`config.mk`:
```
export PLATFORM = sky130hd
export DESIGN_NAME = engine_rev_sequencer
export DESIGN_NICKNAME = d
export VERILOG_FILES = /design/src/rtl/engine_rev_sequencer.sv
export SDC_FILE = /design/constraint.sdc
export NUM_CORES = 1
export LEC_CHECK = 0
export ABC_AREA = 1
export CAP_MARGIN = 20
export CORE_MARGIN = 1.5
export CORE_UTILIZATION = 30
export DETAILED_ROUTE_END_ITERATION = 10
export DONT_BUFFER_PORTS = 1
export SLEW_MARGIN = 20
export SYNTH_ARGS = -nofsm -noshare
export SYNTH_HDL_FRONTEND = slang
export SYNTH_SLANG_ARGS = --single-unit
```
`constraint.sdc`:
```
create_clock -name clk -period 3.7 [get_ports clk]
set_clock_uncertainty 0.1 [all_clocks]
set_input_delay 0.185 -clock clk [delete_from_list [all_inputs] [get_ports clk]]
set_output_delay 0.185 -clock clk [all_outputs]
set_load 0.02 [all_outputs]
```
`src/rtl/engine_rev_sequencer.sv`:
```
// rtl/engine_rev_sequencer.sv - engine-rev pulse sequencer with slewed period
// Converts a CPU motor speed to a tick period and emits one-tick rev pulses at a slewed rate.
module engine_rev_sequencer #(
  parameter int MIN_PERIOD = 100,
  parameter int STEP       = 4,
  parameter int SLEW       = 8,
  parameter int PW         = 16
) (
  input  logic          clk,
  input  logic          rst_n,
  input  logic          clk_3MHz_en,
  input  logic          enable,
  input  logic          wr_en,
  input  logic [7:0]    wr_speed,
  output logic          engine_rev_en,
  output logic [PW-1:0] cur_period,
  output logic [PW-1:0] target_period,
  output logic          busy
);

  localparam logic [PW-1:0] MIN_P      = PW'(MIN_PERIOD);
  localparam logic [PW-1:0] STEP_P     = PW'(STEP);
  localparam logic [PW-1:0] SLEW_P     = PW'(SLEW);
  localparam logic [PW-1:0] MAX_PERIOD = PW'(MIN_PERIOD + 255 * STEP);

  typedef enum logic {
    IDLE = 1'b0,
    RUN  = 1'b1
  } state_t;

  state_t        state;
  state_t        state_next;
  logic [7:0]    speed;
  logic [PW-1:0] count;
  logic [PW-1:0] count_next;
  logic [PW-1:0] cur_next;
  logic          rev_next;
  logic [PW-1:0] speed_gap;
  logic [PW-1:0] target_calc;
  logic [PW-1:0] slew_gap;
  logic [PW-1:0] slewed;
  logic          terminal;

  // Target is recomputed every cycle from the speed register, giving the
  // one-clock latency between a write and the new target.
  assign speed_gap   = {{(PW-8){1'b0}}, 8'd255 - speed};
  assign target_calc = MIN_P + speed_gap * STEP_P;

  always_ff @(posedge clk or negedge rst_n) begin
    if (!rst_n) begin
      speed         <= 8'd0;
      target_period <= MAX_PERIOD;
    end else begin
      if (wr_en) begin
        speed <= wr_speed;
      end
      target_period <= target_calc;
    end
  end

  // Step toward the target by at most SLEW; the gap form cannot wrap.
  always_comb begin
    slew_gap = '0;
    slewed   = cur_period;
    if (cur_period < target_period) begin
      slew_gap = target_period - cur_period;
      slewed   = (slew_gap > SLEW_P) ? (cur_period + SLEW_P) : target_period;
    end else if (cur_period > target_period) begin
      slew_gap = cur_period - target_period;
      slewed   = (slew_gap > SLEW_P) ? (cur_period - SLEW_P) : target_period;
    end
  end

  assign terminal = (count == (cur_period - PW'(1)));

  always_ff @(posedge clk or negedge rst_n) begin
    if (!rst_n) begin
      state         <= IDLE;
      count         <= '0;
      cur_period    <= MAX_PERIOD;
      engine_rev_en <= 1'b0;
    end else begin
      state         <= state_next;
      count         <= count_next;
      cur_period    <= cur_next;
      engine_rev_en <= rev_next;
    end
  end

  always_comb begin
    state_next = state;
    count_next = count;
    cur_next   = cur_period;
    rev_next   = engine_rev_en;
    if (clk_3MHz_en) begin
      case (state)
        IDLE: begin
          count_next = '0;
          rev_next   = 1'b0;
          if (enable) begin
            state_next = RUN;
            cur_next   = target_period;
            rev_next   = 1'b1;
          end
        end
        RUN: begin
          if (!enable) begin
            state_next = IDLE;
            count_next = '0;
            rev_next   = 1'b0;
          end else if (terminal) begin
            count_next = '0;
            rev_next   = 1'b1;
            cur_next   = slewed;
          end else begin
            count_next = count + PW'(1);
            rev_next   = 1'b0;
          end
        end
        default: begin
          state_next = IDLE;
          count_next = '0;
          rev_next   = 1'b0;
        end
      endcase
    end
  end

  assign busy = (state == RUN);

endmodule

```
# Word level (Yosys, flattened, before mapping)
# Cells that the tools add are included.
[word_totals] wordCells=40 ff_bits=53 inputBits=13 out_inout_bits=34
[op_classes] addsub=8 muxes=15 eq_ne=5 reduce_logical=1 bitwise_logic=1 n_lt_le_gt_ge=4
[ops] operator="two-way mux 16 bit" n=9
[ops] operator="case mux 16 bit (2 select lines)" n=2
[ops] operator="> comparator 16 x 4 -> 1 bit (second input constant)" n=2
[ops] operator="adder 16 x 1 -> 16 bit (second input constant)" n=1
[ops] operator="adder 16 x 4 -> 16 bit (second input constant)" n=1
[ops] operator="== test 16 bit" n=1
[ops] operator="> comparator 16 x 11 -> 1 bit" n=1
[ops] operator="less-than comparator 16 x 11 -> 1 bit" n=1
[ops] operator="subtractor 11 x 16 -> 16 bit" n=1
[ops] operator="subtractor 16 x 1 -> 16 bit (second input constant)" n=1
[ops] operator="subtractor 16 x 11 -> 16 bit" n=1
[ops] operator="subtractor 16 x 4 -> 16 bit (second input constant)" n=1
[ops] operator="adder 7 x 10 -> 11 bit (first input constant)" n=1
[ops] operator="subtractor 8 bit (first input constant)" n=1
[ops] operator="AND reduction 5 bit" n=1
[ops] operator="!= test 2 bit (second input constant)" n=2
[ops] operator="two-way mux 1 bit" n=3
[ops] operator="!= test 3 x 1 -> 1 bit (second input constant)" n=1
[ops] operator="!= test 2 x 1 -> 1 bit (second input constant)" n=1
[ops] operator="case mux 1 bit (2 select lines)" n=1
[ops] operator="NOT 1 bit" n=1

# Longest topological paths before layout
[depth] depth_word=8 depth_mapped=21 ltp_nobuf=19

# Worst setup path after synthesis
# OpenSTA, ideal clock, no wires.
[synth_path] path_type="flip-flop to flip-flop" from="reg cur_period[6]" to="reg cur_period[8]" setup_time_ps=74 arrival_ps=2606 n_path_buf=3 period_less_slack_ps=2780 slack_ps=920 stages_incl_launch_ff=21 required_time_ps=3526 cell_sequence="dfstp_2 > buf_6 > inv_1 > ha_1 > buf_4 > nand2_2 > inv_1 > nand2_1 > nand3_1 > nand2_1 > nand2_1 > nand2_1 > nand2_1 > nor2_8 > nand3_4 > buf_6 > nand2_2 > nand3_2 > nand3_1 > nand2_1 > o21ai_2"
[synth_via] elab_chain_cells=8 word_cells_on_any_way=20 cone_classes="5 x add/sub; 4 x order compare; 3 x eq/ne; 7 x mux; 1 x reduce/logical"
[synth_lines] element="from (decl)" line_no="16" rtl="output logic [PW-1:0] cur_period,"
[synth_lines] element="from (signal assigned)" line_no="85" rtl="cur_period <= cur_next;"
[synth_lines] element="subtractor 16 x 11 -> 16 bit" line_no="69" rtl="slew_gap = cur_period - target_period;"
[synth_lines] element="> comparator 16 x 4 -> 1 bit" line_no="70" rtl="slewed = (slew_gap > SLEW_P) ? (cur_period - SLEW_P) : target_period;"
[synth_lines] element="two-way mux 16 bit" line_no="70"
[synth_lines] element="two-way mux 16 bit" line_no="68" rtl="end else if (cur_period > target_period) begin"
[synth_lines] element="two-way mux 16 bit" line_no="65" rtl="if (cur_period < target_period) begin"
[synth_lines] element="two-way mux 16 bit" line_no="111" rtl="end else if (terminal) begin"
[synth_lines] element="two-way mux 16 bit" line_no="107" rtl="if (!enable) begin"
[synth_lines] element="case mux 16 bit (2 select lines)" line_no="96" rtl="case (state)"
# Parallel ways exist; a longest one is shown, timed or not. The select of a mux whose other input is x is not followed.
# A chain may end at the register's enable or synchronous reset.

# Worst setup path in the final report
[layout_path] from="reg cur_period[2]" to="reg cur_period[14]"
# The elaborated chain is that of the path after synthesis.

==> results summary <==
The signal arrival time at the worst endpoint is 3.27 ns. The tightest min-delay check is of the primary input to flop type. The average wire per cell in the routed design is 15.6 µm. The endpoint identified for the worst register-to-register timing path is cur_period[14]$_DFFE_PN0P_. The count of vias placed by the detailed router came out at 5024. The latest clock arrival within the worst-skew pair is 0.30 ns. In the final timing run, aggregate negative setup slack is 0 ns.

After synthesis the netlist holds a flip-flop and latch count of 49. Setup violations remaining at the end of the flow were counted as 0. The relative contribution of combinational cells to total power is between 60 and 70%. The launch point of the worst hold path is enable. The actual transition at the worst max-transition pin came out at ~0.68 ns.

TritonCTS built the clock tree. The violation count after the first detailed-route iteration came out at around 350. The cell family with the largest share of critical-path delay is simple AND/OR/NAND/NOR gates.

The post-synthesis share of cell area spent on full adders, half adders and majority gates is roughly 6.5%. STA classifies the critical path endpoint as a flop. The part of the cycle the worst path needs is between 80% and 90%. After detailed routing, the number of remaining DRC violations is 0. The area growth from synthesis to layout came out at 9.78%. Setup repair after global routing left no endpoint under its margin.

The die span in y came out at roughly 140 µm. The sequential cell fraction of total power came out at approximately a fifth. The row count is 48.

The multi-input logic area is 3390 µm². The setup slack at placement came out at ~0.56 ns. The overall track demand over capacity in global routing came out at 18.2%.

The final-report max-slew violation count is 0. The most area-hungry cell type in the Yosys netlist is dfrtp_1. The clock transition time at the flip-flop clock pins of the worst setup and hold paths came out at 0.07 ns. Summing the areas of all compound-gate instances in the mapped netlist gives 7.33% of the synthesized area. The leakage power total is between 2 and 3 nW. Synthesis instantiated 47 different standard cells from the library. The number of antenna diodes in the final layout is 0. The most numerous cell type found on the critical path is nand2_1. The number of buffers on the longest clock path is 2. Counting both buffers and inverters, the worst setup path holds a total of 5.

The proportion of layout cells with a drive suffix above 1 came out at 14.7%. The power spent charging and discharging nets came out at roughly 2.0 mW. The worst setup path is launched from a flop. Measured in cells, the most critical reg-to-reg path has a length of 17. The H-tree was split into 2 levels. The largest single stage delay on the critical path is 0.52 ns. The clock sink count came out at 49. The net switching share of the total power came out at between 50% and 60%. The number of vias per cell after detailed routing came out at 4.92. The worst path in the final design needs a cycle of between 3 and 4 ns, including I/O delays and setup. The power per unit of standard cell area came out at around 650 nW/µm².

The critical path is of the flop to flop type. Sequential elements use 23.3% of the synthesized area. The post-synthesis simple-gate area fraction is 42.0%.

Internal power comes to 1.71 mW. The starting density of the core came out at 30.6%. The warning count from the yosys run came out at 0. Data on the critical path is required at its endpoint by 3.82 ns. Measured against its own limit, the worst slew margin works out to between 50% and 60%. Among all flip-flop cells after synthesis, the most frequent one is dfrtp_1. The fraction of synthesized area in multiplexers came out at 0.213%. The via count of the first global-routing pass is 4951.

The remaining global-route overflow came out at 0. The number of synthesized flops with an enable pin is 0. The reg-to-reg startpoint is cur_period[2]$_DFFE_PN0P_. Synthesis produced 780 cells. The mean cell area of the mapped netlist is 6.79 µm². The number of antenna violations at the first check in global routing is 0.

The power share of the clock group is 13.0%. The number of iterations in the first detailed-routing pass came out at 5. The portion of synthesized cell area occupied by the leading cell type came out at between 20% and 30%.

The path with the worst hold slack has its endpoint at busy$_DFFE_PN0P_. In the post-route analysis, the smallest setup slack over all paths is 0.549 ns. In this run the clock root is driven by a clkbuf_16. The count of antenna-violating nets left after detailed routing came out at 0. The standard cell with the maximum stage delay on the critical path is dfrtp_1. The final HPWL from detailed placement is 12.5 mm. The number of endpoints with negative hold slack in the final report came out at 0.

The number of filler cells placed in the layout came out at 1890. The fraction of synthesis flops using an asynchronous set or reset pin came out at 100%. The die covers 18500 µm². Port buffering added 0 buffers. Along the worst hold path, the cell count comes to 2. Based on the critical path, the design can be clocked at up to around 320 MHz. The number of maximum-capacitance violations is 0. The total wirelength of the detailed-routed design is about 16 mm. The xor-xnor portion of the synthesized cell area is 7.26%.

The worst register-to-register path has a setup slack of roughly 0.55 ns. The first global-routing pass estimated 25.9 mm of wire. The routability congestion estimate from global placement is 0.929. Summing all flip-flop and latch instances after layout gives 1230 µm².

The chip width came out at 136 µm. Yosys attributes the largest share of cell area to dfrtp_1, nand2_1, inv_1. The number of primary I/O pins came out at 47. After clock tree synthesis, the repair step resized 0 gates. On the final layout, the worst hold slack is 0.221 ns. Across the VDD grid, the largest voltage drop is around 330 µV. The main combinational cell family by area after synthesis is simple AND/OR/NAND/NOR gates. The run finished with clean final reports. The core region is between 15000 and 20000 µm².

In this run the worst path has a maximum fanout of 15. The number of buffers created by CTS came out at 5. The largest net degree at the start of global routing came out at 50. The net count of the finished layout is between 800 and 900. The mapped cell area is 5290 µm². The critical path goes through inv_1 -> ha_1 -> inv_1 -> fa_1 -> nand3_1 -> nand3_2 -> nand2_1 -> nand2_1 -> nand2_1 -> nand3_2 -> inv_1 -> nor4_1 -> buf_4 -> nand3b_4 -> inv_2 -> nand2_1 -> o22ai_1.
synth_stat cells, drive strengths merged (2+ instances only):
cell type / number
clkbuf: 4
o22ai: 5
o21ai: 34
o32ai: 5
nand4: 28
ha: 26
and2: 2
nand3b: 6
nor3: 8
dfstp: 6
dfrtp: 43
xor2: 32
a21oi: 19
clkinv: 2
inv: 128
buf: 25
nand2: 226
nand3: 100
nor2: 62
xnor2: 11
flip-flops by register name, indices dropped and copies added (netlist names):
name           flops
speed              8
target_period      9
count             16
busy               1
engine_rev_en      1
cur_period        14
repair_timing:
item | 4_1_cts | 5_1_grt
hold buffers | 12 | 0
setup endpoints to repair | 0 | 0
setup buffers | 0 | 0
hold endpoints to repair | 74 | 0
metal layers:
layer  vias to the layer above  track usage, %  part of all wire, %
met1                      2343            22.6                   42
met2                       158            31.5                   49
met3                        26            3.36                  6.3
met4                         0            6.21                  2.6
met5                         -               0                    0
li1                       2497               -                    -
logic make-up after synthesis:
family	Yosys count
xor gates and xnor gates	43
adders and majority gates	27
other	1
buffers and inverters	159
AOI/OAI and AO/OA	66
muxes	1
and+or+nand+nor	434
DFF	49
how the worst max path moves through the flow:
stage | slack (ns) | endpoint | depth (start not counted) | start
finish | 0.55 | cur_period[14]$_DFFE_PN0P_ | 17 | cur_period[2]$_DFFE_PN0P_
floorplan | 0.92 | cur_period[8]$_DFFE_PN0P_ | 20 | cur_period[6]$_DFFE_PN1P_
CTS | 0.56 | cur_period[14]$_DFFE_PN0P_ | 17 | cur_period[2]$_DFFE_PN0P_
detailed placement | 0.56 | cur_period[15]$_DFFE_PN0P_ | 17 | cur_period[2]$_DFFE_PN0P_
global route | 0.18 | cur_period[14]$_DFFE_PN0P_ | 17 | cur_period[2]$_DFFE_PN0P_
global placement | 0.61 | cur_period[10]$_DFFE_PN1P_ | 19 | cur_period[2]$_DFFE_PN0P_
through the flow:
stage               cell area, µm²  instances  util (%)  power (mW)
floorplan                     5320        788         -        2.68
global placement              5520       1001      31.9        3.20
detailed placement            5520       1001      31.9        3.22
CTS                           5810       1021      33.6        3.76
global route                  5810       1021      33.6        4.11
finish                        5810       1021      33.6        3.75
placed cells by master, fill, tap and decap left out, types with 4 or more instances in the layout:
master / n
o21ai_1: 7
o32ai_1: 5
inv_2: 11
dfstp_2: 6
dfrtp_1: 43
nand3_2: 16
conb_1: 9
nor2_8: 4
dlygate4sd3_1: 11
o21ai_2: 5
nand4_1: 28
nand2_1: 205
nor2_1: 39
nand3b_1: 5
nor3_1: 7
nand2_2: 19
o21ai_0: 22
inv_1: 117
nor2_4: 10
a21oi_1: 18
xnor2_1: 11
xor2_1: 31
nand3_1: 82
clkbuf_16: 5
buf_4: 17
o22ai_1: 5
nor2_2: 9
ha_1: 26
power by group through the flow:
stage | sequential [mW] | combinational [mW] | clock, mW
after floorplan | 0.782 | 1.90 | 0
after global placement | 0.742 | 2.46 | 0
after detailed placement | 0.744 | 2.48 | 0
after CTS | 0.733 | 2.52 | 0.504
after global routing | 0.746 | 2.84 | 0.522
final | 0.733 | 2.53 | 0.488
cell type report:
cell class	count	area share [%]
clock buffer	6	2.39
timing repair buffer	29	4.56
sequential	49	21.2
multi-input combinational	580	58.3
clock inverter	2	0.237
inverter	130	8.48
tap	225	4.84
No activity file was read; power rests on OpenSTA's default activity.
